### src/rtl/alu_mul_sequencer.sv
// Shift-add 8-bit multiplier that borrows the shared combinational ALU one op per cycle.
// Only ADD, LSH and RSH are issued; the product is the low W bits of InA*InB.

package definitions;
  typedef enum logic [3:0] {
    ADD = 4'h0,
    SUB = 4'h1,
    LSH = 4'h2,
    RSH = 4'h3
  } op_mne;
endpackage

module alu_mul_sequencer
  import definitions::*;
#(
  parameter int W   = 8,
  parameter int Ops = 4
) (
  input  logic           Clk,
  input  logic           Reset,
  input  logic           Start,
  input  logic [W-1:0]   InA,
  input  logic [W-1:0]   InB,
  output logic           Busy,
  output logic           Done,
  output logic [W-1:0]   Product,
  output logic [W-1:0]   AluA,
  output logic [W-1:0]   AluB,
  output logic [Ops-1:0] AluOp,
  input  logic [W-1:0]   AluOut
);

  typedef enum logic [2:0] {
    S_IDLE,
    S_ADDS,
    S_SHL,
    S_SHR,
    S_DONE
  } state_t;

  state_t         state_q, state_d;
  logic [W-1:0]   acc_q, acc_d;
  logic [W-1:0]   mcand_q, mcand_d;
  logic [W-1:0]   mplier_q, mplier_d;
  logic [W-1:0]   product_q, product_d;
  logic [2:0]     cnt_q, cnt_d;
  logic [W-1:0]   alu_a_q, alu_a_d;
  logic [W-1:0]   alu_b_q, alu_b_d;
  logic [Ops-1:0] alu_op_q, alu_op_d;
  logic           busy_q, done_q;

  always_comb begin
    state_d  = state_q;
    acc_d    = acc_q;
    mcand_d  = mcand_q;
    mplier_d = mplier_q;
    cnt_d    = cnt_q;
    case (state_q)
      S_IDLE: begin
        if (Start) begin
          mcand_d  = InA;
          mplier_d = InB;
          acc_d    = '0;
          cnt_d    = '0;
          if (InB == '0)   state_d = S_DONE;
          else if (InB[0]) state_d = S_ADDS;
          else             state_d = S_SHL;
        end
      end
      S_ADDS: begin
        acc_d   = AluOut;
        state_d = S_SHL;
      end
      S_SHL: begin
        mcand_d = AluOut;
        state_d = S_SHR;
      end
      S_SHR: begin
        mplier_d = AluOut;
        cnt_d    = cnt_q + 3'd1;
        if (AluOut == '0 || cnt_q == 3'd7) state_d = S_DONE;
        else if (AluOut[0])                state_d = S_ADDS;
        else                               state_d = S_SHL;
      end
      S_DONE:  state_d = S_IDLE;
      default: state_d = S_IDLE;
    endcase

    product_d = (state_d == S_DONE && state_q != S_DONE) ? acc_d : product_q;

    // ALU drive is registered, so it is decoded from the state being entered.
    alu_a_d  = '0;
    alu_b_d  = '0;
    alu_op_d = Ops'(ADD);
    case (state_d)
      S_ADDS: begin
        alu_a_d = acc_d;
        alu_b_d = mcand_d;
      end
      S_SHL: begin
        alu_a_d  = mcand_d;
        alu_op_d = Ops'(LSH);
      end
      S_SHR: begin
        alu_a_d  = mplier_d;
        alu_op_d = Ops'(RSH);
      end
      default: ;
    endcase
  end

  always_ff @(posedge Clk) begin
    if (Reset) begin
      state_q   <= S_IDLE;
      acc_q     <= '0;
      mcand_q   <= '0;
      mplier_q  <= '0;
      cnt_q     <= '0;
      product_q <= '0;
      alu_a_q   <= '0;
      alu_b_q   <= '0;
      alu_op_q  <= Ops'(ADD);
      busy_q    <= 1'b0;
      done_q    <= 1'b0;
    end else begin
      state_q   <= state_d;
      acc_q     <= acc_d;
      mcand_q   <= mcand_d;
      mplier_q  <= mplier_d;
      cnt_q     <= cnt_d;
      product_q <= product_d;
      alu_a_q   <= alu_a_d;
      alu_b_q   <= alu_b_d;
      alu_op_q  <= alu_op_d;
      busy_q    <= (state_d != S_IDLE);
      done_q    <= (state_d == S_DONE);
    end
  end

  assign Busy    = busy_q;
  assign Done    = done_q;
  assign Product = product_q;
  assign AluA    = alu_a_q;
  assign AluB    = alu_b_q;
  assign AluOp   = alu_op_q;

endmodule
### config.mk
export PLATFORM = sky130hd
export DESIGN_NAME = alu_mul_sequencer
export DESIGN_NICKNAME = d
export VERILOG_FILES = /design/src/rtl/alu_mul_sequencer.sv
export SDC_FILE = /design/constraint.sdc
export NUM_CORES = 1
export LEC_CHECK = 0
export CORE_ASPECT_RATIO = 0.7
export CORE_MARGIN = 1
export CORE_UTILIZATION = 40
export CTS_BUF_LIST = sky130_fd_sc_hd__clkbuf_4 sky130_fd_sc_hd__clkbuf_8
export CTS_CLUSTER_DIAMETER = 40
export DETAILED_ROUTE_END_ITERATION = 12
export GPL_TIMING_DRIVEN = 0
export PLACE_DENSITY = 0.66
export RECOVER_POWER = 100
export SYNTH_ARGS = -nofsm -noshare
export SYNTH_HDL_FRONTEND = slang
export SYNTH_SLANG_ARGS = --single-unit
### constraint.sdc
create_clock -name Clk -period 4.9 [get_ports Clk]
set_clock_uncertainty 0.1 [all_clocks]
set_input_delay 0.49 -clock Clk [delete_from_list [all_inputs] [get_ports Clk]]
set_output_delay 0.49 -clock Clk [all_outputs]
set_load 0.01 [all_outputs]
# Word level (Yosys, flattened, before mapping)

Cells that the tools add are included.

Reductions and logical operators: 9
$add $sub $neg: 1
Equality and inequality tests: 10
Muxes and demuxes: 16
Bitwise logic cells: 1

Operator list:

| operator                                                         | count |
|---|---|
| 8-bit case mux with 2 select lines                               | 3 |
| 8-bit two-way mux                                                | 3 |
| 8-bit case mux with 3 select lines                               | 1 |
| 8-bit logical NOT                                                | 2 |
| 3-bit by 2-bit == test with 1-bit output (second input constant) | 4 |
| 3-bit two-way mux                                                | 4 |
| 3-bit case mux with 4 select lines                               | 1 |
| 3-bit by 1-bit == test with 1-bit output (second input constant) | 2 |
| 3-bit == test (second input constant)                            | 2 |
| 3-bit case mux with 2 select lines                               | 1 |
| 2-bit two-way mux                                                | 2 |
| 2-bit case mux with 2 select lines                               | 1 |
| 3-bit by 1-bit adder with 3-bit output (second input constant)   | 1 |
| 3-bit logical NOT                                                | 1 |
| 3-bit != test (second input constant)                            | 1 |
| 3-bit nonzero test                                               | 1 |
| 2-bit != test (second input constant)                            | 1 |
| 2-bit AND reduction                                              | 1 |
| 2-bit nonzero test                                               | 1 |
| 2-bit OR reduction                                               | 1 |
| 1-bit logical AND                                                | 1 |
| 1-bit logical OR                                                 | 1 |
| 1-bit inverter                                                   | 1 |

Word-level logic and storage cells: 48
Register bits: 60
Output and inout bits: 30

# Longest topological paths before layout

Word-level depth: 7
Gate-level depth with buffers: 8
Gate-level depth less buffers: 7

# Least setup slack after synthesis

OpenSTA, ideal clock, no wires.

Kind: reg-to-reg
From: register cnt_q[0]
To: register alu_a_q[7], in the netlist AluA[7]
Required time: 4742 ps
Cell stages (with the launch flop): 9
Arrival time: 1756 ps
Setup slack: 2986 ps
Clock period less this slack: 1914 ps
Setup time: 58 ps
Cell sequence: dfxtp_1 -> ha_1 -> ha_1 -> o32a_1 -> or2_1 -> buf_2 -> buf_2 -> o21ai_1 -> o21a_1

Longest elaborated chain between the ends: 6
Elaborated cells between the ends (all ways): 8
Classes of those cells: eq/ne (4); mux (3); reduce/logical (1)

RTL lines:

| what                                                                                                        | line | source |
|---|---|---|
| from (decl)                                                                                                 | 46   | `logic [2:0] cnt_q, cnt_d;` |
| from (signal assigned)                                                                                      | 130  | `cnt_q <= cnt_d;` |
| 3-bit == test (*)                                                                                           | 81   | `if (AluOut == '0 \|\| cnt_q == 3'd7) state_d = S_DONE;` |
| 1-bit logical OR (*)                                                                                        | 81   |  |
| 3-bit two-way mux (*)                                                                                       | 81   |  |
| 3-bit case mux with 4 select lines (*)                                                                      | 58   | `case (state_q)` |
| 3-bit by 2-bit == test with 1-bit output / 3-bit by 1-bit == test with 1-bit output (equally long branches) | 95   | `case (state_d)` |
| 8-bit case mux with 3 select lines (*)                                                                      | 95   |  |
| to (signal assigned)                                                                                        | 132  | `alu_a_q <= alu_a_d;` |
| to (decl)                                                                                                   | 47   | `logic [W-1:0] alu_a_q, alu_a_d;` |

Mark *: on every way between the ends. The rest lies on a longest branch, timed or not.
A chain may end at the register's enable or synchronous reset.

# Worst setup path in the final report

From: input port InB[3]
To: register busy_q, in the netlist Busy

Longest elaborated chain between the ends: 5

RTL lines:

| what                               | line | source |
|---|---|---|
| from (decl)                        | 23   | `input logic [W-1:0] InB,` |
| 8-bit logical NOT                  | 65   | `if (InB == '0) state_d = S_DONE;` |
| 3-bit two-way mux                  | 65   |  |
| 3-bit two-way mux                  | 60   | `if (Start) begin` |
| 3-bit case mux with 4 select lines | 58   |  |
| 3-bit nonzero test                 | 135  | `busy_q <= (state_d != S_IDLE);` |
| to (signal assigned)               | 135  |  |
| to (decl)                          | 50   | `logic busy_q, done_q;` |

Every way passes these cells.

==> flow_metrics.py <==
metrics = {
    "outcome": {
        "status": "complete, no violations",
    },
    "floorplanning": {
        "dieWidth_um": 95.5,
        "core_area_sq_um": 5810,
        "die_h_um": 67.5,
        "initial_core_util_pct": 42.1,
        "boundaryPins": 57,
        "rows": 23,
        "die_area_sq_um": 6450,
    },
    "final_layout": {
        "area_growth_pct": 32.6,
        "stdcell_area_sq_um": 3250,
        "nFillCells": 548,
        "antenna_cells": 0,
        "drive_gt1_share_pct": 8.65,
        "final_nets": 371,
    },
    "logic_synthesis": {
        "netlist.area_leader.share_pct": 47.4,
        "yosys.cell_types.count": 42,
        "syn_inst": 278,
        "synth-seq-cells": 58,
        "yosysWarnings": 0,
        "yosysSeqAreaShare_pct": 47.4,
        "synth_area_leader_cell": "dfxtp_1",
        "avgSynthCellArea_sq_um": 8.81,
        "syn_area_sq_um": 2450,
        "synth_area_leaders": "dfxtp_1, nor2_1, a22oi_1, o22a_1, a21oi_1",
    },
    "setup_path": {
        "crit_slowest_cell": "o32ai_1",
        "start_kind": "primary input",
        "critPathMaxStageDelay_ps": 920,
        "crit_path_end_kind": "flip-flop",
        "r2r_start": "state_q[0]",
        "rr_endpoint": "AluA[0]",
        "critPathKind": "primary input to flip-flop",
        "crit_end": "Busy",
        "worstPathMaxFanout": 10,
        "worstPathArrival_ps": 3210,
        "reg2reg_slack_ps": 2160,
        "worstPathRequired_ps": 5070,
        "startpoint": "InB[3]",
        "path_cells": "dlygate4sd3_1, nor4_1, nand2_1, o32ai_1, clkbuf_1, inv_1, a31oi_1",
        "ff2ff_path_depth": 6,
    },
    "sta": {
        "grt_setup_unrepaired": "false",
        "report.final.slew_viol_count": 0,
        "setup_slack_ps": 1860,
        "max_freq_mhz": 328,
        "setup_viol": 0,
        "slew_headroom_pct": 25.8,
        "min_period_over_period_pct": 62.1,
        "period_minus_slack_ps": 3040,
        "hold_violations": 0,
        "max_slew.worst_pin.slew_ps": 1110,
        "setup_tns_ps": 0,
    },
    "cts": {
        "ctsHoldBuffers": 0,
        "clk_path_buf_depth": 2,
        "clock-sinks": 58,
        "cts_root_buf": "clkbuf_8",
        "worstSkewPairLatency_ps": 350,
        "cts_buffers": 9,
        "postCtsSetupBuffers": 0,
        "clk_pin_slew_ps": 70,
        "cts_resized": 0,
        "cts_tree": "done",
        "cts_max_level": 3,
    },
    "global_route": {
        "antenna_found_initial": 0,
        "grt_max_degree": 13,
        "grtUsageTotal_pct": 23.8,
        "overflow": 0,
        "grt_pass1_wl_um": 11100,
        "grt_pass1_vias": 2164,
    },
    "placed_design": {
        "pre_cts_slack_ps": 2110,
        "hpwl_um": 4950,
        "placed_area_sq_um": 3070,
        "gp_congestion": 0.893,
        "place.port_buffers": 52,
    },
    "power": {
        "power_mw": 1.51,
        "leakagePower_nw": 1.29,
        "vdd_drop_max_mv": 0.207,
        "power_density_nw_per_um2": 466,
    },
    "route": {
        "post_drt_wl_per_cell_um": 16.5,
        "wl_um": 6970,
        "firstDrtPassIters": 4,
        "drt_iter0_markers": 131,
        "ant_nets": 0,
        "drc": 0,
        "vias": 2295,
        "via_per_inst": 5.44,
    },
    "hold_path": {
        "holdCritPathClass": "flip-flop to flip-flop",
    },
    "flow_run": {
        "maxCapViolCount": 0,
    },
}
==> cells by family (layout without fill, tap and decap cells) <==
| logic type | after synthesis | in the layout | synth area share [%] |
|---|---|---|---|
| flip-flops | 58 | 58 | 47.4 |
| XOR/XNOR | 1 | 1 | 0.358 |
| other | 1 | 2 | 0.153 |
| adder cells (fa/ha/maj) | 2 | 2 | 1.02 |
| buffers and inverters | 30 | 98 | 6.33 |
| AO/OA/AOI/OAI | 89 | 89 | 26.5 |
| AND/OR/NAND/NOR | 97 | 97 | 18.3 |
==> layout make-up <==
class	instances	area (sq um)	area share, %
Sequential cell	58	1160	35.7
Multi-Input combinational cell	191	1110	34.1
Timing Repair Buffer	52	520	16.0
Buffer	27	129	3.97
Clock buffer	9	124	3.81
Clock inverter	7	101	3.12
Tap cell	75	93.8	2.89
Inverter	3	11.3	0.347
==> cell usage after synthesis (all sizes together) <==
| cell type | number |
|---|---|
| and2 | 1 |
| o32ai | 1 |
| a22oi | 10 |
| xnor2 | 1 |
| nand3b | 2 |
| o22ai | 7 |
| nor2b | 7 |
| nor4 | 3 |
| inv | 3 |
| and2b | 1 |
| buf | 18 |
| or2 | 2 |
| nor3b | 2 |
| dfxtp | 58 |
| or3b | 1 |
| a221oi | 1 |
| nand3 | 1 |
| nand2 | 4 |
| and3b | 1 |
| a211o | 1 |
| o21a | 7 |
| nand2b | 1 |
| nor2 | 62 |
| o21ai | 16 |
| a21oi | 13 |
| o22a | 8 |
| a32oi | 7 |
| o32a | 1 |
| a2bb2oi | 7 |
| a211oi | 8 |
| conb | 1 |
| nor3 | 9 |
| ha | 2 |
| clkbuf | 9 |
| a31oi | 2 |
==> registers in the layout, indices dropped and copies added (netlist names) <==
name / cells
acc_q: 8
Busy: 1
AluOp: 2
cnt_q: 3
mcand_q: 8
Product: 8
mplier_q: 8
state_q: 3
Done: 1
AluB: 8
AluA: 8
==> report_power, final <==
group          total (mW)  internal, mW  switching [mW]
clock               0.499         0.289           0.210
combinational       0.447         0.192           0.255
sequential          0.568         0.546          0.0230
total                1.51          1.03           0.488
==> placed cells by master (no fill, tap or decap), types with 4 or more instances in the layout <==
cell             instances
a211oi_1                 7
a21oi_1                 13
a22oi_1                 10
a2bb2oi_1                7
a32oi_1                  7
buf_2                    7
clkbuf_1                16
clkbuf_8                 9
clkdlybuf4s50_1         21
dfxtp_1                 58
dlygate4sd3_1           31
nor2_1                  62
nor2b_1                  7
nor3_1                   9
o21a_1                   7
o21ai_0                 12
o21ai_1                  4
o22a_1                   8
o22ai_1                  7
==> worst min path at each step <==
stage,from,to,slack [ps],cells past startpoint
after CTS,mplier_q[1],mplier_q[1],390,2
after floorplan,mplier_q[0],mplier_q[0],350,2
after global routing,mplier_q[3],mplier_q[3],420,2
after global placement,mplier_q[2],mplier_q[2],360,2
final,mplier_q[1],mplier_q[1],390,2
after detailed placement,mplier_q[1],mplier_q[1],380,2
==> critical path, delay by kind of cell <==
family                 cells  cell delay [ps]
buffers and inverters      3             1140
AO/OA/AOI/OAI              2             1110
AND/OR/NAND/NOR            2              470
==> stage by stage <==
stage               instances  hold WS, ps  utilization (%)
floorplan                 279          347                -
global placement          406          358             52.8
detailed placement        406          375             52.8
CTS                       422          392             56.7
global route              422          422             55.9
finish                    422          392             55.9
==> per-layer routing <==
layer / up-vias / track usage, % / part of all wire (%)
met5: - / 0 / 0
met4: 0 / 7.46 / 1.8
met3: 14 / 8.67 / 8.5
met2: 89 / 36.8 / 43
met1: 1074 / 31.2 / 47
li1: 1118 / - / -
(Power assumes the default switching activity.)
